File: config.mk
export PLATFORM = sky130hd
export DESIGN_NAME = rv32v_element_sequencer
export DESIGN_NICKNAME = d
export VERILOG_FILES = /design/src/rtl/rv32v_types_pkg.sv /design/src/rtl/rv32v_elem_addr_calc.sv /design/src/rtl/rv32v_element_sequencer.sv
export SDC_FILE = /design/constraint.sdc
export NUM_CORES = 1
export LEC_CHECK = 0
export ABC_AREA = 1
export ABC_CLOCK_PERIOD_IN_PS = 7100
export CAP_MARGIN = 20
export CORE_MARGIN = 5
export CORE_UTILIZATION = 44
export DETAILED_ROUTE_END_ITERATION = 12
export PLACE_DENSITY = 0.89
export SLEW_MARGIN = 20
export SYNTH_ARGS = -nofsm -noshare
export SYNTH_HDL_FRONTEND = slang
export SYNTH_SLANG_ARGS = --single-unit
File: constraint.sdc
create_clock -name CLK -period 7.1 [get_ports CLK]
set_clock_uncertainty 0.1 [all_clocks]
set_input_delay 1.065 -clock CLK [delete_from_list [all_inputs] [get_ports CLK]]
set_output_delay 1.065 -clock CLK [all_outputs]
set_load 0.01 [all_outputs]
File: src/rtl/rv32v_types_pkg.sv
// Shared vector types for the element sequencer: element width, LMUL encoding,
// functional-unit tags, sequencer state, the micro-op bundle and the VLMAX helper.
package rv32v_types_pkg;
  localparam int PKG_VLEN      = 128;
  localparam int PKG_NUM_LANES = 2;
  localparam int VLENB         = PKG_VLEN / 8;
  localparam int LOG2_VLENB    = $clog2(VLENB);
  // Wide enough to hold VLMAX at SEW8/LMUL8 (== VLEN).
  localparam int OFF_W         = $clog2(PKG_VLEN) + 1;

  typedef logic [OFF_W-1:0] offset_t;
  typedef enum logic [1:0] {SEW8 = 2'd0, SEW16 = 2'd1, SEW32 = 2'd2, SEW64 = 2'd3} sew_t;
  // 0..3 integer LMUL 1..8, 5..7 fractional 1/8..1/2, 4 reserved.
  typedef logic [2:0] vlmul_t;
  typedef enum logic [1:0] {FU_ALU, FU_MUL, FU_DIV, FU_LSU} fu_t;
  typedef enum logic {SEQ_IDLE, SEQ_RUN} seq_state_t;

  typedef struct packed {
    logic                                valid;
    logic [4:0]                          vd;
    logic [4:0]                          vs1;
    logic [4:0]                          vs2;
    logic [PKG_NUM_LANES-1:0][OFF_W-1:0] eidx;
    logic [PKG_NUM_LANES-1:0]            lane_active;
    fu_t                                 fu;
    logic                                last;
  } seq_uop_t;

  function automatic offset_t vlmax_f(input sew_t sew, input vlmul_t lmul);
    offset_t epr;
    epr = offset_t'(VLENB) >> sew;
    if (lmul[2]) return epr >> (4'd8 - {1'b0, lmul});
    else         return epr << lmul[1:0];
  endfunction
endpackage

File: src/rtl/rv32v_elem_addr_calc.sv
// Per-lane element addressing for one micro-op starting at element e:
// group register (from lane 0), element index within the register, tail enable.
module rv32v_elem_addr_calc
  import rv32v_types_pkg::*;
#(
  parameter int NUM_LANES = PKG_NUM_LANES
) (
  input  logic [OFF_W:0]                   e,
  input  sew_t                             sew,
  input  offset_t                          n,
  input  logic [4:0]                       vd,
  input  logic [4:0]                       vs1,
  input  logic [4:0]                       vs2,
  output logic [4:0]                       reg_vd,
  output logic [4:0]                       reg_vs1,
  output logic [4:0]                       reg_vs2,
  output logic [NUM_LANES-1:0][OFF_W-1:0]  eidx,
  output logic [NUM_LANES-1:0]             tail_active
);
  localparam int EW = OFF_W + 1;

  logic [2:0]    sh;
  logic [EW-1:0] epr_mask;
  logic [4:0]    grp;

  // EPR is a power of two, so divide/modulo reduce to shift/mask.
  assign sh       = 3'(LOG2_VLENB) - {1'b0, sew};
  assign epr_mask = (EW'(1) << sh) - EW'(1);
  assign grp      = 5'(e >> sh);
  assign reg_vd   = vd + grp;
  assign reg_vs1  = vs1 + grp;
  assign reg_vs2  = vs2 + grp;

  for (genvar i = 0; i < NUM_LANES; i++) begin : lane_g
    logic [EW-1:0] k;
    assign k              = e + EW'(i);
    assign eidx[i]        = OFF_W'(k & epr_mask);
    assign tail_active[i] = k < {1'b0, n};
  end
endmodule

File: src/rtl/rv32v_element_sequencer.sv
// Splits one decoded vector op into NUM_LANES-wide micro-ops over [vstart, min(vl,VLMAX)).
// Optional RV32V_MASK_SKIP_EN: apply v0 mask to lane enables and drop all-inactive
// non-final micro-ops. NUM_LANES must match the package default (micro-op struct width).
module rv32v_element_sequencer
  import rv32v_types_pkg::*;
#(
  parameter int NUM_LANES = PKG_NUM_LANES,
  parameter int VLEN      = PKG_VLEN
) (
  input  logic                            CLK,
  input  logic                            RST,
  input  logic                            issue_valid,
  output logic                            issue_ready,
  input  sew_t                            sew,
  input  vlmul_t                          lmul,
  input  offset_t                         vl,
  input  offset_t                         vstart,
  input  logic [4:0]                      vd,
  input  logic [4:0]                      vs1,
  input  logic [4:0]                      vs2,
  input  logic                            vm,
  input  fu_t                             fu,
  input  logic [VLEN-1:0]                 v0_mask,
  output logic                            uop_valid,
  input  logic                            uop_ready,
  output logic [4:0]                      uop_vd,
  output logic [4:0]                      uop_vs1,
  output logic [4:0]                      uop_vs2,
  output logic [NUM_LANES-1:0][OFF_W-1:0] uop_eidx,
  output logic [NUM_LANES-1:0]            uop_lane_active,
  output fu_t                             uop_fu,
  output logic                            uop_last,
  output logic                            done,
  output logic                            illegal
);
  localparam int EW = OFF_W + 1;

  seq_state_t state_q, state_d;
  logic [EW-1:0] e_q;
  offset_t n_q;
  sew_t sew_q;
  logic [4:0] vd_q, vs1_q, vs2_q;
  fu_t fu_q;
  logic done_q, illegal_q;

  offset_t vlmax_in, n_in;
  logic cfg_bad, cfg_empty, issue_fire, start_run, advance, emit;
  logic last_c, skip_c;
  logic [4:0] reg_vd, reg_vs1, reg_vs2;
  logic [NUM_LANES-1:0][OFF_W-1:0] eidx_c;
  logic [NUM_LANES-1:0] tail_c, active_c;
  seq_uop_t uop_c;

  assign vlmax_in   = vlmax_f(sew, lmul);
  assign n_in       = (vl < vlmax_in) ? vl : vlmax_in;
  // A fractional group smaller than one micro-op cannot be sequenced.
  assign cfg_bad    = (sew > SEW32) || (lmul == 3'd4) ||
                      (lmul[2] && (vlmax_in < offset_t'(NUM_LANES)));
  assign cfg_empty  = n_in <= vstart;
  assign issue_fire = (state_q == SEQ_IDLE) && issue_valid;

  rv32v_elem_addr_calc #(.NUM_LANES(NUM_LANES)) u_addr (
    .e(e_q), .sew(sew_q), .n(n_q), .vd(vd_q), .vs1(vs1_q), .vs2(vs2_q),
    .reg_vd(reg_vd), .reg_vs1(reg_vs1), .reg_vs2(reg_vs2),
    .eidx(eidx_c), .tail_active(tail_c)
  );

  assign last_c = (e_q + EW'(NUM_LANES)) >= {1'b0, n_q};

`ifdef RV32V_MASK_SKIP_EN
  logic vm_q;
  logic [VLEN-1:0] mask_q;
  logic [NUM_LANES-1:0] mask_bits;
  for (genvar i = 0; i < NUM_LANES; i++) begin : mask_g
    logic [EW-1:0] k;
    assign k            = e_q + EW'(i);
    assign mask_bits[i] = mask_q[k[$clog2(VLEN)-1:0]];
  end
  assign active_c = tail_c & (vm_q ? {NUM_LANES{1'b1}} : mask_bits);
  // The final micro-op always goes out so uop_last reaches the lanes.
  assign skip_c   = ~|active_c && !last_c;

  // Mask context captured with the op.
  always_ff @(posedge CLK) begin
    if (RST) begin
      vm_q   <= 1'b0;
      mask_q <= '0;
    end else if (start_run) begin
      vm_q   <= vm;
      mask_q <= v0_mask;
    end
  end
`else
  // Masking happens downstream; only the tail gates lanes.
  logic unused_mask;
  assign unused_mask = ^{vm, v0_mask};
  assign active_c    = tail_c;
  assign skip_c      = 1'b0;
`endif

  // Next-state and handshake decode.
  always_comb begin
    state_d     = state_q;
    issue_ready = 1'b0;
    emit        = 1'b0;
    advance     = 1'b0;
    start_run   = 1'b0;
    case (state_q)
      SEQ_IDLE: begin
        issue_ready = 1'b1;
        if (issue_valid && !cfg_bad && !cfg_empty) begin
          start_run = 1'b1;
          state_d   = SEQ_RUN;
        end
      end
      SEQ_RUN: begin
        emit = !skip_c;
        if (skip_c) advance = 1'b1;
        else if (uop_ready) begin
          advance = 1'b1;
          if (last_c) state_d = SEQ_IDLE;
        end
      end
      default: state_d = SEQ_IDLE;
    endcase
  end

  // State register.
  always_ff @(posedge CLK) begin
    if (RST) state_q <= SEQ_IDLE;
    else     state_q <= state_d;
  end

  // Op context, element counter and the completion / reject pulses.
  always_ff @(posedge CLK) begin
    if (RST) begin
      e_q       <= '0;
      n_q       <= '0;
      sew_q     <= SEW8;
      vd_q      <= '0;
      vs1_q     <= '0;
      vs2_q     <= '0;
      fu_q      <= FU_ALU;
      done_q    <= 1'b0;
      illegal_q <= 1'b0;
    end else begin
      done_q    <= (issue_fire && !cfg_bad && cfg_empty) || (emit && uop_ready && last_c);
      illegal_q <= issue_fire && cfg_bad;
      if (start_run) begin
        e_q   <= {1'b0, vstart};
        n_q   <= n_in;
        sew_q <= sew;
        vd_q  <= vd;
        vs1_q <= vs1;
        vs2_q <= vs2;
        fu_q  <= fu;
      end else if (advance) begin
        e_q <= e_q + EW'(NUM_LANES);
      end
    end
  end

  // Micro-op bundle, zeroed whenever nothing is offered.
  always_comb begin
    uop_c = '0;
    if (emit) begin
      uop_c.valid       = 1'b1;
      uop_c.vd          = reg_vd;
      uop_c.vs1         = reg_vs1;
      uop_c.vs2         = reg_vs2;
      uop_c.eidx        = eidx_c;
      uop_c.lane_active = active_c;
      uop_c.fu          = fu_q;
      uop_c.last        = last_c;
    end
  end

  assign uop_valid       = uop_c.valid;
  assign uop_vd          = uop_c.vd;
  assign uop_vs1         = uop_c.vs1;
  assign uop_vs2         = uop_c.vs2;
  assign uop_eidx        = uop_c.eidx;
  assign uop_lane_active = uop_c.lane_active;
  assign uop_fu          = uop_c.fu;
  assign uop_last        = uop_c.last;
  assign done            = done_q;
  assign illegal         = illegal_q;
endmodule

* Yosys cells after proc, flatten, opt, wreduce, memory -nomap -nowiden
Index checks and enable logic that the tools add are counted.
Storage, ports and cells: register bits after elaboration 39, bits in latches 0, memory bits (writable) 0, memory bits (read-only) 0, bits of input ports 171, word-level logic and storage cells 65, memories 0
Operators by class: add/subtract/negate cells 8, multipliers 0, divide/modulo/power cells 0, magnitude comparators 7, equality and inequality tests 1, shift operators 5, multiplexer cells 14, bitwise logic cells 3, reduce and logical (&&, ||, !) cells 16
Operators by type and width (number):
- 37-bit 2-to-1 mux | 1
- 8-bit 2-to-1 mux | 4
- 9-bit by 8-bit < comparator with 1-bit output | 2
- 8-bit AND | 2
- 5-bit adder | 3
- 9-bit by 1-bit adder with 9-bit output (second input constant) | 1
- 9-bit by 2-bit adder with 9-bit output (second input constant) | 1
- 9-bit by 8-bit greater-or-equal comparator with 1-bit output | 1
- 1-bit logical AND | 9
- 9-bit by 3-bit right shift with 5-bit output | 1
- 8-bit <= comparator | 1
- 8-bit by 2-bit < comparator with 1-bit output (second input constant) | 1
- 8-bit < comparator | 1
- 1-bit 2-to-1 mux | 8
- 1-bit by 3-bit << shifter with 8-bit output (first input constant) | 1
- 8-bit by 2-bit << shifter with 8-bit output | 1
- 5-bit by 2-bit right shift with 8-bit output (first input constant) | 1
- 8-bit by 4-bit right shift with 8-bit output | 1
- 8-bit by 2-bit subtractor with 8-bit output (second input constant) | 1
- 4-bit by 3-bit subtractor with 4-bit output (first input constant) | 1
- 3-bit == test (second input constant) | 1
- 1-bit logical OR | 3
- 3-bit by 2-bit subtractor with 3-bit output (first input constant) | 1
- 2-bit greater-than comparator (second input constant) | 1
- 5 further kinds | 6

* Logic depth before layout (Yosys ltp)
word-level depth 12, depth in mapped cells 29, gate-level depth less buffers 28

* Cells and area by module
A second synthesis with hierarchy kept.
Unflattened totals: cells, all modules 709, area total of the unflattened synthesis 4355.4 um2
Modules (own cells, without submodules):
- rv32v_element_sequencer | times used 1, cells each 472, area each 2935.3 um2, seq. area each 780.7 um2
- rv32v_elem_addr_calc | times used 1, cells each 237, area each 1420.1 um2, seq. area each 0.0 um2

* Least setup slack after synthesis
OpenSTA, ideal clock, no wires.
path type input to register, start point in lmul[0], end point reg n_q[0], library setup time 114 ps, arrival 4717 ps, data required time 6886 ps, setup slack 2169 ps, stages 25, path buffers 1, cell sequence inv_2 > ha_1 > ha_1 > nand4_1 > nand2_1 > inv_1 > nor2_2 > inv_1 > ha_1 > a21oi_1 > nor2_1 > a211oi_1 > nand2_1 > nand2_1 > and2_1 > ha_1 > nand2_1 > o21a_1 > a21oi_2 > nand4_4 > nand2_4 > inv_2 > buf_4 > nand2_1 > nand2_1
RTL lines:
- from (decl) | RTL line rv32v_element_sequencer.sv:15 | input vlmul_t lmul,
- 4-bit by 3-bit subtractor with 4-bit output | RTL line rv32v_types_pkg.sv:32 | if (lmul[2]) return epr >> (4'd8 - {1'b0, lmul});
- 8-bit by 4-bit right shift with 8-bit output | RTL line rv32v_types_pkg.sv:32
- 8-bit 2-to-1 mux (*) | RTL line rv32v_types_pkg.sv:32
- 8-bit < comparator | RTL line rv32v_element_sequencer.sv:55 | assign n_in = (vl < vlmax_in) ? vl : vlmax_in;
- 8-bit 2-to-1 mux (*) | RTL line rv32v_element_sequencer.sv:55
- via n_in[7] | RTL line rv32v_element_sequencer.sv:46 | offset_t vlmax_in, n_in;
- 8-bit <= comparator (*) | RTL line rv32v_element_sequencer.sv:59 | assign cfg_empty = n_in <= vstart;
- 1-bit logical NOT (*) | RTL line rv32v_element_sequencer.sv:111 | if (issue_valid && !cfg_bad && !cfg_empty) begin
- 1-bit logical AND (*) | RTL line rv32v_element_sequencer.sv:111
- 1-bit 2-to-1 mux (*) | RTL line rv32v_element_sequencer.sv:111
- 1-bit 2-to-1 mux (*) | RTL line rv32v_element_sequencer.sv:108 | case (state_q)
- to (signal assigned) | RTL line rv32v_element_sequencer.sv:151 | n_q <= n_in;
- to (decl) | RTL line rv32v_element_sequencer.sv:40 | offset_t n_q;
The timed path passes the listed nets; every way through them passes the cells marked *. A chain may end at the register's enable or synchronous reset.

* Worst setup path in the final report
start point in lmul[0], end point reg e_q[1]
RTL lines:
- 4-bit by 3-bit subtractor with 4-bit output | RTL line rv32v_types_pkg.sv:32
- 8-bit by 4-bit right shift with 8-bit output | RTL line rv32v_types_pkg.sv:32
- 8-bit 2-to-1 mux (*) | RTL line rv32v_types_pkg.sv:32
- 8-bit < comparator | RTL line rv32v_element_sequencer.sv:55
- 8-bit 2-to-1 mux (*) | RTL line rv32v_element_sequencer.sv:55
- via n_in[7] | RTL line rv32v_element_sequencer.sv:46
- 8-bit <= comparator (*) | RTL line rv32v_element_sequencer.sv:59
- 1-bit logical NOT (*) | RTL line rv32v_element_sequencer.sv:111
- 1-bit logical AND (*) | RTL line rv32v_element_sequencer.sv:111
- 1-bit 2-to-1 mux (*) | RTL line rv32v_element_sequencer.sv:111
- 1-bit 2-to-1 mux (*) | RTL line rv32v_element_sequencer.sv:108
- 8-bit 2-to-1 mux / 2-bit nonzero test (equally long branches)
- to (signal assigned) | RTL line rv32v_element_sequencer.sv:150 | e_q <= {1'b0, vstart};
- to (signal assigned) | RTL line rv32v_element_sequencer.sv:158 | e_q <= e_q + EW'(NUM_LANES);
- to (decl) | RTL line rv32v_element_sequencer.sv:39 | logic [EW-1:0] e_q;
Marked as above.

==> run summary <==
TritonRoute pass-1 iters: 5
Clock slew at reported path FFs: 0.08 ns
Total grt overflow: 0
Worst path arrival time: 6.15 ns
Dpl ws: 0.801 ns
Vias: 4,193
Max Slew Vio Count: 0
Initial antenna violation count: 0
Drc violations: 0
R2R Setup Slk: 4.74 ns
Critical path type: in -> reg
Die H: 105 um
Yosys warns: 0
Core box area: 8760 sq um
Drt via density: 5.25
Reg power frac: 0.343
Final Hold Vio Count: 0
Fraction of the yosys area taken by sequential cells: 0.197
Final WS setup: 1.07 ns
DR WL/cell: 14.1 um
Hold Crit Class: reg -> reg
Clock share of power: 0.316
First-pass GRT wire length: 19,200 um
# setup viols final: 0
Antenna cells: 0
Register area: 781 sq um
Post CTS Setup Buffer Count: 0
CP Capture Type: register
Rows: 34
Largest net degree at the start of global routing: 28
Worst setup SP type: input port
Root Driver: clkbuf_8
Worst Path Required: 7.22 ns
Post-CTS Resized: 0
CTS H-tree depth: 2
TritonCTS clock tree: built
Avg Inst Size Synth: 6.51 sq um
Synth top area share: 0.197
DR iter-0 viols: 244
Num ports: 211
Post-Syn Area: 3970 sq um
#FFs+latches synth: 39
Worst-Margin Slew: 0.902 ns
Cell accounting for the most synthesized area: dfxtp_1
Die width: 105 um
Hold depth: 2
Starting Density: 0.453
Hold_sp: fu_q[0]
Antenna Nets Post-Route: 0
Worst skew pair latency: 0.29 ns
Synth-to-Final Area Change: 26.0%
RSZ-0062 raised after global routing: no
Pwr dens: 141 nW/um^2
DP Wirelength: 9140 um
GRT Total Usage: 0.204
CTS Buf Count: 5
Gate Count Post-Synth: 610
Sw Pwr: 237 uW
FF-to-FF End: state_q
Most common cell after layout, fill and taps aside: nand2_1
Area occupied by multi-input gates: 2760 sq um
CTS sink cnt: 39
Die area: 11,000 sq um
Max VDD drop: 89.5 uV
Number of global-route vias before repair: 4,280
MaxCap Viol Count: 0
Layout cells sized above 1: 0.0377
PortBufs: 81
Fillers: 812
Critical path launch point: lmul[0]
Highest-count cells in the layout ignoring fill and taps: nand2_1 (176), inv_1 (92), clkdlybuf4s50_1 (81), ha_1 (62), nand3_1 (55)
F_max: 166 MHz
Post-route minimum period: 6.03 ns
Largest cells by area after synthesis: dfxtp_1 (20%), ha_1 (20%), nand2_1 (17%)
Sw frac: 0.336
Slew margin rel.: 0.395
Fin nets: 925
Static Leakage: 2.58 nW
Worst R2R Path Depth: 13
Status: complete, no violations
Final WL: 11,200 um
Comb power frac: 0.341
Max FO, Critical Path: 27
Cts hold-fix bufs: 0
Hold EP: fu_q[0]
Worst r2r src: e_q[2]
Longest Clk Path Bufs: 2
Setup TNS: 0 ns
Cell variety after synth: 39
Period utilization: 0.849
Placer Congestion: 0.948
Pint: 468 uW
Syn_nets: 846
## flip-flops by register name, indices dropped and copies added, names as in the netlist
register	count
sew_q	2
e_q	9
vd_q	5
fu_q	2
vs1_q	5
n_q	8
done	1
illegal	1
state_q	1
vs2_q	5
## routing by layer
metal | routed length (um) | up-vias | global-route usage | part of all wire
met5 | 0 | - | 0 | 0
met4 | 186 | 0 | 0.0676 | 0.017
met3 | 625 | 19 | 0.0290 | 0.056
met2 | 5420 | 157 | 0.354 | 0.48
met1 | 5000 | 1880 | 0.259 | 0.45
li1 | - | 2137 | - | -
## synthesized netlist by cell type
library cell	n
a211oi_1	1
a21boi_0	3
a21boi_1	1
a21oi_1	26
a21oi_2	2
a31oi_1	3
and2_1	7
and3_1	1
buf_4	3
buf_6	1
clkbuf_1	6
clkinv_1	3
dfxtp_1	39
fa_1	3
ha_1	62
inv_1	92
inv_2	6
mux2i_1	1
nand2_1	176
nand2_2	2
nand2_4	1
nand3_1	55
nand3b_1	2
nand4_1	9
nand4_4	1
nor2_1	26
nor2_2	2
nor2_8	1
nor3_1	14
nor4_1	2
o211ai_1	5
o21a_1	1
o21ai_0	26
o21ai_1	1
o21bai_1	1
o221ai_1	2
o22ai_1	4
or2_2	2
xor2_1	17
## final cells by class
cell class / instances / share of cell area
Timing Repair Buffer: 82 / 0.163
Sequential cell: 39 / 0.156
Inverter: 101 / 0.0757
Clock buffer: 5 / 0.0137
Multi-Input combinational cell: 460 / 0.551
Clock inverter: 3 / 0.0135
Tap cell: 108 / 0.0270
## cells by family after synthesis
family,synth area share
adders and majority gates,0.210
DFF,0.197
xor gates and xnor gates,0.0375
and+or+nand+nor,0.334
AOI/OAI and AO/OA,0.109
muxes,0.00252
buffers and inverters,0.110
## power groups by stage
stage	clock, mW	combinational [mW]	sequential, mW
final	0.223	0.241	0.242
after global routing	0.235	0.274	0.243
after CTS	0.224	0.238	0.241
after detailed placement	0	0.235	0.246
after global placement	0	0.222	0.246
after floorplan	0	0.158	0.243
## worst max path at each step
stage	endpoint	slack, ns	cells after the start
2_1_floorplan	n_q[0]	2.17	25
3_3_place_gp	vs2_q[4]	0.99	25
3_5_place_dp	e_q[1]	0.80	26
4_1_cts	e_q[1]	1.10	26
5_1_grt	sew_q[1]	0.52	26
6_report	e_q[1]	1.07	26
## worst max-delay path, stage by stage
cell and delay (ns):
clkdlybuf4s50_1 0.55, inv_2 0.10, ha_1 0.21, ha_1 0.33, nand4_1 0.12, nand2_1 0.08, inv_1 0.05, nor2_2 0.11
inv_1 0.07, ha_1 0.18, a21oi_1 0.14, nor2_1 0.05, a211oi_1 0.71, nand2_1 0.37, nand2_1 0.16, and2_1 0.13
ha_1 0.17, nand2_1 0.08, inv_1 0.07, nor2_1 0.04, o21a_1 0.10, a21oi_2 0.33, nand4_4 0.28, nor2_8 0.40
inv_2 0.11, o22ai_1 0.13
## stage by stage
stage                      util  power (mW)  hold WS, ns  instances  area, sq um
after CTS                 0.571       0.703        0.352        798         5010
after floorplan               -       0.401        0.319        610         3970
after detailed placement  0.556       0.482        0.333        790         4870
after global placement    0.556       0.468        0.328        790         4870
after global routing      0.571       0.752        0.392        798         5010
final                     0.571       0.705        0.354        798         5010
(Power assumes the default switching activity.)
